<file path="config.mk">
export PLATFORM = sky130hd
export DESIGN_NAME = timed_window_tx
export DESIGN_NICKNAME = d
export VERILOG_FILES = /design/src/rtl/timed_window_tx.sv
export SDC_FILE = /design/constraint.sdc
export NUM_CORES = 1
export LEC_CHECK = 0
export ABC_AREA = 0
export CAP_MARGIN = 10
export CELL_PAD_IN_SITES_DETAIL_PLACEMENT = 0
export CELL_PAD_IN_SITES_GLOBAL_PLACEMENT = 1
export CORE_UTILIZATION = 37
export DETAILED_ROUTE_END_ITERATION = 6
export HOLD_SLACK_MARGIN = 0.12
export PLACE_DENSITY = 0.81
export SYNTH_ARGS = -nofsm -noshare
export SYNTH_HDL_FRONTEND = slang
export SYNTH_SLANG_ARGS = --single-unit
</file>
<file path="constraint.sdc">
create_clock -name clk -period 2.5 [get_ports clk]
set_input_delay 0.375 -clock clk [delete_from_list [all_inputs] [get_ports clk]]
set_output_delay 0.375 -clock clk [all_outputs]
set_load 0.02 [all_outputs]
</file>
<file path="src/rtl/timed_window_tx.sv">
// Window transmitter: one-cycle timer load, then streams upstream words until the countdown expires.
// Optional TIMED_WINDOW_GUARD_LAST_EN withholds in_ready on the final countdown cycle.
module timed_window_tx #(
    parameter int WIDTH = 16,
    parameter int CNT_W = 8
) (
    input  logic             clk,
    input  logic             rst,
    input  logic             start_i,
    input  logic [WIDTH-1:0] win_len_i,
    input  logic [WIDTH-1:0] in_data_i,
    input  logic             in_valid_i,
    output logic             in_ready_o,
    output logic [WIDTH-1:0] timer_o,
    output logic [WIDTH-1:0] data_o,
    output logic [1:0]       phase_o,
    output logic             busy_o,
    output logic             done_o,
    output logic [CNT_W-1:0] words_sent_o
);

    typedef enum logic [1:0] {
        IDLE,
        OPEN,
        SEND,
        CLOSE
    } state_t;

    state_t           state_q, state_d;
    logic [WIDTH-1:0] rem_q, rem_d;
    logic [WIDTH-1:0] timer_q, timer_d;
    logic [WIDTH-1:0] data_q, data_d;
    logic [1:0]       phase_q, phase_d;
    logic             busy_q, busy_d;
    logic             done_q, done_d;
    logic [CNT_W-1:0] words_q, words_d;

    logic rem_nz;
    logic accept;

    assign rem_nz = (rem_q != '0);

`ifdef TIMED_WINDOW_GUARD_LAST_EN
    // The receiver ignores the word sent while its countdown reads zero.
    assign in_ready_o = (state_q == SEND) && rem_nz && (rem_q != WIDTH'(1));
`else
    assign in_ready_o = (state_q == SEND) && rem_nz;
`endif

    assign accept = in_valid_i && in_ready_o;

    always_comb begin
        state_d = state_q;
        rem_d   = rem_q;
        timer_d = '0;
        data_d  = '0;
        phase_d = phase_q;
        busy_d  = busy_q;
        done_d  = 1'b0;
        words_d = words_q;
        unique case (state_q)
            IDLE: begin
                if (start_i && (win_len_i != '0)) begin
                    state_d = OPEN;
                    rem_d   = win_len_i;
                    timer_d = win_len_i;
                    busy_d  = 1'b1;
                    words_d = '0;
                end
            end
            OPEN: begin
                state_d = SEND;
                phase_d = 2'd1;
            end
            SEND: begin
                if (rem_nz) begin
                    rem_d = rem_q - WIDTH'(1);
                    if (accept) begin
                        data_d = in_data_i;
                        // Zero words carry no edge for the receiver to follow.
                        if (in_data_i != '0) begin
                            phase_d = (phase_q == 2'd1) ? 2'd2 : 2'd1;
                        end
                        if (words_q != '1) begin
                            words_d = words_q + CNT_W'(1);
                        end
                    end
                end else begin
                    state_d = CLOSE;
                    busy_d  = 1'b0;
                    done_d  = 1'b1;
                end
            end
            CLOSE: begin
                state_d = IDLE;
                phase_d = 2'd0;
            end
        endcase
    end

    always_ff @(posedge clk or posedge rst) begin
        if (rst) begin
            state_q <= IDLE;
            rem_q   <= '0;
            timer_q <= '0;
            data_q  <= '0;
            phase_q <= 2'd0;
            busy_q  <= 1'b0;
            done_q  <= 1'b0;
            words_q <= '0;
        end else begin
            state_q <= state_d;
            rem_q   <= rem_d;
            timer_q <= timer_d;
            data_q  <= data_d;
            phase_q <= phase_d;
            busy_q  <= busy_d;
            done_q  <= done_d;
            words_q <= words_d;
        end
    end

    assign timer_o      = timer_q;
    assign data_o       = data_q;
    assign phase_o      = phase_q;
    assign busy_o       = busy_q;
    assign done_o       = done_q;
    assign words_sent_o = words_q;

endmodule

</file>
# Word level (Yosys, flattened, before mapping)
# Cells that the tools add are included.
# totals
ff_bits	62
in_bits	36
output_inout_bits	45
wordCells	61
# classes
addsub	2
n_eq_ne	11
n_mux	26
reduce_logical	14
# op_table
op	count
$mux W16	7
$reduce_bool A16 Y1	3
$mux W8	4
$pmux W16 S2	1
$pmux W8 S2	1
$sub A16 B1 Y16 const B	1
$mux W2	6
$add A8 B1 Y8 const B	1
$ne A2 B2 Y1 const B	4
$ne A8 B8 Y1 const B	1
$pmux W2 S4	1
$pmux W2 S3	1
$reduce_and A3 Y1	2
$reduce_and A5 Y1	1
$eq A2 B1 Y1 const B	2
$eq A2 B2 Y1 const B	2
$mux W1	4
$ne A2 B1 Y1 const B	2
$reduce_and A4 Y1	1
$logic_and A1 B1 Y1	3
$reduce_bool A3 Y1	1
$logic_not A2 Y1	1
$pmux W1 S2	1
$reduce_and A2 Y1	1
$reduce_bool A2 Y1	1

# Logic depth before layout (Yosys ltp)
# depth
word_depth	6
ltp_mapped	9
depth_no_buf	7

# Worst setup path after synthesis
# Ideal clock, no wire load.
# synth_path
path_type	reg2reg
startpoint	register rem_q[0]
endpoint	register state_q[1]
setup_ps	125
arrival_time_ps	1744
t_required_ps	2375
path_slack_ps	631
path_stages_with_launch	8
path_buffers	0
period_less_slack_ps	1869
cell_sequence	dfrtp_1 > inv_1 > ha_1 > nor4b_1 > and3_1 > nand2_1 > a21oi_1 > mux2_2
# synth_via
elab_chain_cells	3
# synth_rtl
item	line_no	text
start, declared	30	logic [WIDTH-1:0] rem_q, rem_d;
start signal, assigned	113	rem_q <= rem_d;
$reduce_bool A16 Y1	41	assign rem_nz = (rem_q != '0);
$ne A2 B2 Y1 (no line)	--	
$reduce_and A2 Y1 (no line)	--	
end signal, assigned	112	state_q <= state_d;
end, declared	29	state_t state_q, state_d;
# No other way between the ends.
# A chain may end at the register's enable or synchronous reset.

# Worst setup path after layout
# layout_path
startpoint	register rem_q[0]
endpoint	output in_ready_o
# layout_via
elab_chain_cells	2
# layout_rtl
item	line_no	text
$reduce_bool A16 Y1	41	
$logic_and A1 B1 Y1	47	assign in_ready_o = (state_q == SEND) && rem_nz;
end, declared	13	output logic in_ready_o,
# No other way between the ends.

==> flow_summary_export.csv <==
group,metric,value,unit
global_routing,grt_pass1_wl,13.23,mm
sta,max_freq,0.4307,GHz
place,dpl_worst_slack,40.82,ps
sta,setup_tns,0,ps
critical_path,cp_max_fo,4,
sta,setup_ws,178.4,ps
sta,grt_setup_unrepaired,"no",
synthesis,yosysSeqAreaShare,48.99,%
die,design.core.area,8258,um2
synthesis,synthCells,315,
global_routing,grt_antenna_before_repair,0,
layout,seqCellArea,1551,um2
critical_path,slowest_stage,"dfrtp_1",
sta,finalHoldViolCount,0,
critical_path,crit_cells,7,
die,rows,33,
place,detailed_place_hpwl,5.862,mm
synthesis,yosysUniqueCellTypes,56,
clocking,post_cts_buffers,0,
synthesis,async_reset_ff_share,100.0,%
synthesis,yosysWarnings,0,
critical_path,max_stage_delay,390,ps
global_routing,grt_max_degree,35,
critical_path,cpLargestDelayFamily,"simple AND/OR/NAND/NOR gates",
critical_path,cp-end-kind,"primary output",
global_routing,grt_overflow,0,
routing,drt_first_pass_iters,4,
synthesis,syn_nets,357,
clocking,cts_max_level,3,
layout,multi_input_area,1476,um2
global_routing,track_usage,19.05,%
layout,fin_cells,518,
critical_path,crit_chain,"inv_1 -> ha_1 -> nor4b_4 -> nand3_1 -> nor2_2 -> nor2_1 -> dlygate4sd2_1",
layout,antennaDiodeCount,0,
routing,avgRoutedWirePerCell,15.69,um
sta,slew_viol_final,0,
die,die-area,8933,um2
die,fp.dieW,94.52,um
clocking,clockBufferDepth,2,
routing,via_count,2835,
place,dp.cells,502,
layout,finalInstanceArea,4360,um2
synthesis,synth_top_area_cell,"dfrtp_1",
sta,worst_pin_slew,451.0,ps
power,finalPower,4.500,mW
clocking,clock_sinks,62,
routing,drt-vias-per-instance,5.473,
power,vdd_ir_drop_max,0.4797,mV
clocking,cts_resized,3,
routing,ant_nets,0,
synthesis,synth_seq_cells,62,
place,post_dp_cell_area,4145,um2
layout,post_route_cells_drive_above_1_share,13.56,%
power,p_per_area,1032,nW/um2
critical_path,startpoint_type,"flip-flop",
sta,setup_viol,0,
critical_path,reg2reg_depth,7,
layout,fin_util,52.80,%
layout,num-nets-final,450,
routing,drt-total-wl,8.125,mm
sta,fin_crit,2322,ps
critical_path,cp.arrival,1950,ps
clocking,cts_tree,"done",
clocking,cts_hold_buf,0,
critical_path,crit_buf_inv,2,
place,place_congestion,0.8123,
sta,min_period_over_period,92.86,%
synthesis,synth_edf_count,0,
synthesis,ys_top_cells_by_area,"dfrtp_1 (49%), and3_1 (4.5%), and2_1 (3.6%)",
power,power.leakage,1.890,nW
die,fp.dieH,94.52,um
hold_path,min_path_type,"primary input to async pin",
clocking,cts_made_buffers,9,
sta,max_slew_margin,69.71,%
synthesis,synth.avg_cell_area,10.05,um2
synthesis,synth_flop_cell,"dfrtp_1",
die,start_util,38.35,%
synthesis,netlist_area,3167,um2
sta,clock_skew,6.519,ps
layout,syn_to_final_growth,37.69,%
routing,first_iter_violations,127,
global_routing,grt_pass1_vias,2685,
die,ios,81,
clocking,cts_root_buf,"clkbuf_8",
job,max_cap_violations,0,
clocking,insertion_delay,340,ps
sta,finalHoldWorstSlack,300.1,ps
place,io_buffers,80,
clocking,path_clk_slew,80,ps
layout,n_fill_cell,779,
synthesis,synth.most_common_cell,"dfrtp_1",
synthesis,synth_common_cells,"dfrtp_1 (62), nor2_1 (24), and3_1 (23)",
run_status,status,"finished, final reports clean",
critical_path,setup.worst_path.class,"flip-flop to primary output",
synthesis,synth_top_area_share,48.99,%
critical_path,required,2120,ps
routing,route.detailed.drc,0,
-- worst reg2reg max path, cell delays in order, from the launching register on --
cell	delay, ps
dfrtp_1	400
inv_1	90
ha_1	320
inv_1	220
nor2_1	400
a21oi_1	130
nor2_1	360
mux2i_1	250
-- area by class of cell --
cell class,count,share of cell area (%)
Timing Repair Buffer,100,21.78
Sequential cell,62,35.58
Tap cell,105,3.013
Inverter,14,1.205
Clock inverter,7,1.722
Clock buffer,9,2.841
Multi-Input combinational cell,221,33.86
-- kinds of logic (layout without fill, tap and decap cells) --
| kind of cell | after synthesis | in the layout | share of synthesized area, % |
|---|---|---|---|
| buffers and inverters | 32 | 130 | 4.938 |
| multiplexers | 6 | 6 | 1.936 |
| flip-flops | 62 | 62 | 48.99 |
| AND/OR/NAND/NOR | 131 | 131 | 23.90 |
| AO/OA/AOI/OAI | 78 | 78 | 17.86 |
| adder cells (fa/ha/maj) | 6 | 6 | 2.371 |
-- worst paths after layout --
check | from | to | slack (ps)
max in group asynchronous | rst | rem_q[3]$_DFFE_PP0P_ | 1590
min in group clk | phase_o[1]$_DFFE_PP0P_ | phase_o[1]$_DFFE_PP0P_ | 520
worst max register to register | state_q[0]$_DFFE_PP0P_ | rem_q[0]$_DFFE_PP0P_ | 240
worst max-delay path | rem_q[0]$_DFFE_PP0P_ | in_ready_o | 180
worst min register to register | phase_o[1]$_DFFE_PP0P_ | phase_o[1]$_DFFE_PP0P_ | 520
worst min-delay path | rst | rem_q[11]$_DFFE_PP0P_ | 300
-- sequential cells by signal, summed over array words and instances, names as in the netlist --
| name | cells |
|---|---|
| data_o | 16 |
| done_o | 1 |
| rem_q | 16 |
| busy_o | 1 |
| state_q | 2 |
| phase_o | 2 |
| words_sent_o | 8 |
| timer_o | 16 |
-- report_power, final --
group          internal [mW]  total (mW)  leakage, nW  switching (mW)
clock network          0.461       0.899       0.0914           0.438
registers               1.28        1.55        0.801           0.274
logic                  0.930        2.05        0.997            1.12
total                   2.67        4.50         1.89            1.83
-- layer usage --
metal	vias up	GRT usage [%]	wire length, um
met4	0	5.051	78
met2	75	30.25	3971
li1	1357	-	-
met1	1397	26.15	3684
met3	6	4.428	391
met5	-	0	0
-- placed cells by master, fill, tap and decap left out, types with 8 or more instances in the layout --
cell type / count
clkdlybuf4s50_1: 79
dfrtp_1: 62
nor2_1: 23
and3_1: 23
buf_4: 20
and2_1: 18
o21ai_0: 17
nand3_1: 16
a21oi_1: 13
inv_1: 12
nand2_1: 11
nor3_1: 9
clkbuf_8: 9
a31oi_1: 8
No activity file was read; power rests on OpenSTA's default activity.
==> RTL change (same flow settings) <==
`data_q` no longer has a reset.
--- a/src/rtl/timed_window_tx.sv
+++ b/src/rtl/timed_window_tx.sv
@@ -104,5 +104,4 @@
             rem_q   <= '0;
             timer_q <= '0;
-            data_q  <= '0;
             phase_q <= 2'd0;
             busy_q  <= 1'b0;
@@ -113,5 +112,4 @@
             rem_q   <= rem_d;
             timer_q <= timer_d;
-            data_q  <= data_d;
             phase_q <= phase_d;
             busy_q  <= busy_d;
@@ -119,4 +117,8 @@
             words_q <= words_d;
         end
+    end
+
+    always_ff @(posedge clk) begin
+        data_q <= data_d;
     end
 
Formal check against the unedited RTL: differs if rst is asserted again (counterexample within 4 cycles, from zero or initial values and one cycle with rst high); with rst held inactive, the same outputs for 10 cycles.
==> RTL change against the unedited design <==
Total power shrank 2.7%; worst hold slack gained 0.20 ns; sequential power shrank 4%; area after synthesis shrank 6.1%; setup slack lost 0.072 ns; clock skew grew 0.0028 ns; design area shrank 2.2%; largest cell class unchanged; sequential cell count is the same; final cell count shrank 3.1%; utilization grew 2.1 points; routed wire length shrank 5.8%.
==> RTL change: results <==
cells_and_area:
  n_fill_cell: 714
  fin_nets: 438
  drive_above_1_share: 0.160
global_route:
  first_global_vias: 2493
  grt_pass1_wl_um: 12500
  grt_use_total: 0.192
  grtUsageMet1: 0.275
  grtUsageMet2: 0.287
  grt_max_degree: 47
yosys:
  async_reset_ff_frac: 0.742
  synth_cells: 290
  syn_nets: 333
  synthTopCellsByArea: "dfrtp_1 39%, dfxtp_1 11%, and2_1 3.6%"
  synth_cell_types: 52
  ys_top_cells_by_count: "46 x dfrtp_1, 17 x and2_1, 17 x nand2_1, 16 x dfxtp_1, 16 x nor2_1"
drt:
  wl_um: 7650
  met1Wirelength_um: 3720
  drt_iter0_drc: 169
  wl_met3_um: 507
  avgViaCountPerCell: 5.18
  wl_met2_um: 3320
place:
  place_ws_ns: -0.124
  hpwl_um: 5670
  placed_cells: 486
  placed_cell_area_sq_um: 4060
  routabilityCongestion: 0.909
timing:
  fin_skew_ns: 0.00936
  tightest_slew_ns: 0.596
cts:
  post_cts_resized: 1
power_and_ir_drop:
  leakagePower_nw: 1.81
  ir_worst_vdd_mv: 0.447
outcome:
  status: "finished, final reports clean"
critical_path:
  worstPathArrival_ns: 2.02
  worstPathMaxFanout: 5
-- RTL change: cell types whose count changed in the layout (fill, tap and decap cells not counted), moves of 6 or more --
cell and change:
nand2_1 +6, o31ai_1 +9, dfxtp_1 +16, dfrtp_1 -16
a2bb2oi_1 +7, or4_1 +6, buf_4 +12, o21ai_0 -10
nand3_1 -9, nor2_1 -7, and3_1 -11
-- RTL change: power by group --
| part | internal [mW] | switching [mW] |
|---|---|---|
| clock network | 0.479 | 0.399 |
| logic | 0.921 | 1.09 |
| registers | 1.26 | 0.231 |
-- RTL change: worst max-delay path, stage by stage, from the launching register on --
cell and delay [ns]:
dfrtp_1 0.41, inv_1 0.09, ha_1 0.15, nor4b_1 0.23, buf_4 0.17, nand4_4 0.09
and2_1 0.22, dlygate4sd2_1 0.32
-- RTL change: cells by family (layout without fill, tap and decap cells) --
kind of cell	count (synthesis)	after routing	synth area share
mux	7	7	0.0290
simple gates	120	120	0.246
flops	62	62	0.495
compound gates	65	65	0.160
fa+ha+maj	7	7	0.0294
buf+inv	29	139	0.0412
-- RTL change: final timing paths --
kind | to | slack, ns | depth (start not counted)
worst max-delay path | in_ready_o | 0.11 | 7
worst min-delay path | timer_o[10] | 0.50 | 3
worst max register to register | rem_q[12] | 0.24 | 10
worst min register to register | rem_q[0] | 0.53 | 1
max in group asynchronous | rem_q[3] | 1.59 | 3
min in group clk | rem_q[0] | 0.53 | 1
-- RTL change: final cells by class --
cell class              count  area [sq um]  area share
inverters                  11          41.3     0.00968
multi-input cells         199          1380       0.324
clock inverters             4          26.3     0.00616
clock buffers              12           178      0.0417
well taps                 102           128      0.0299
repair buffers            112          1040       0.244
flip-flops and latches     62          1470       0.345
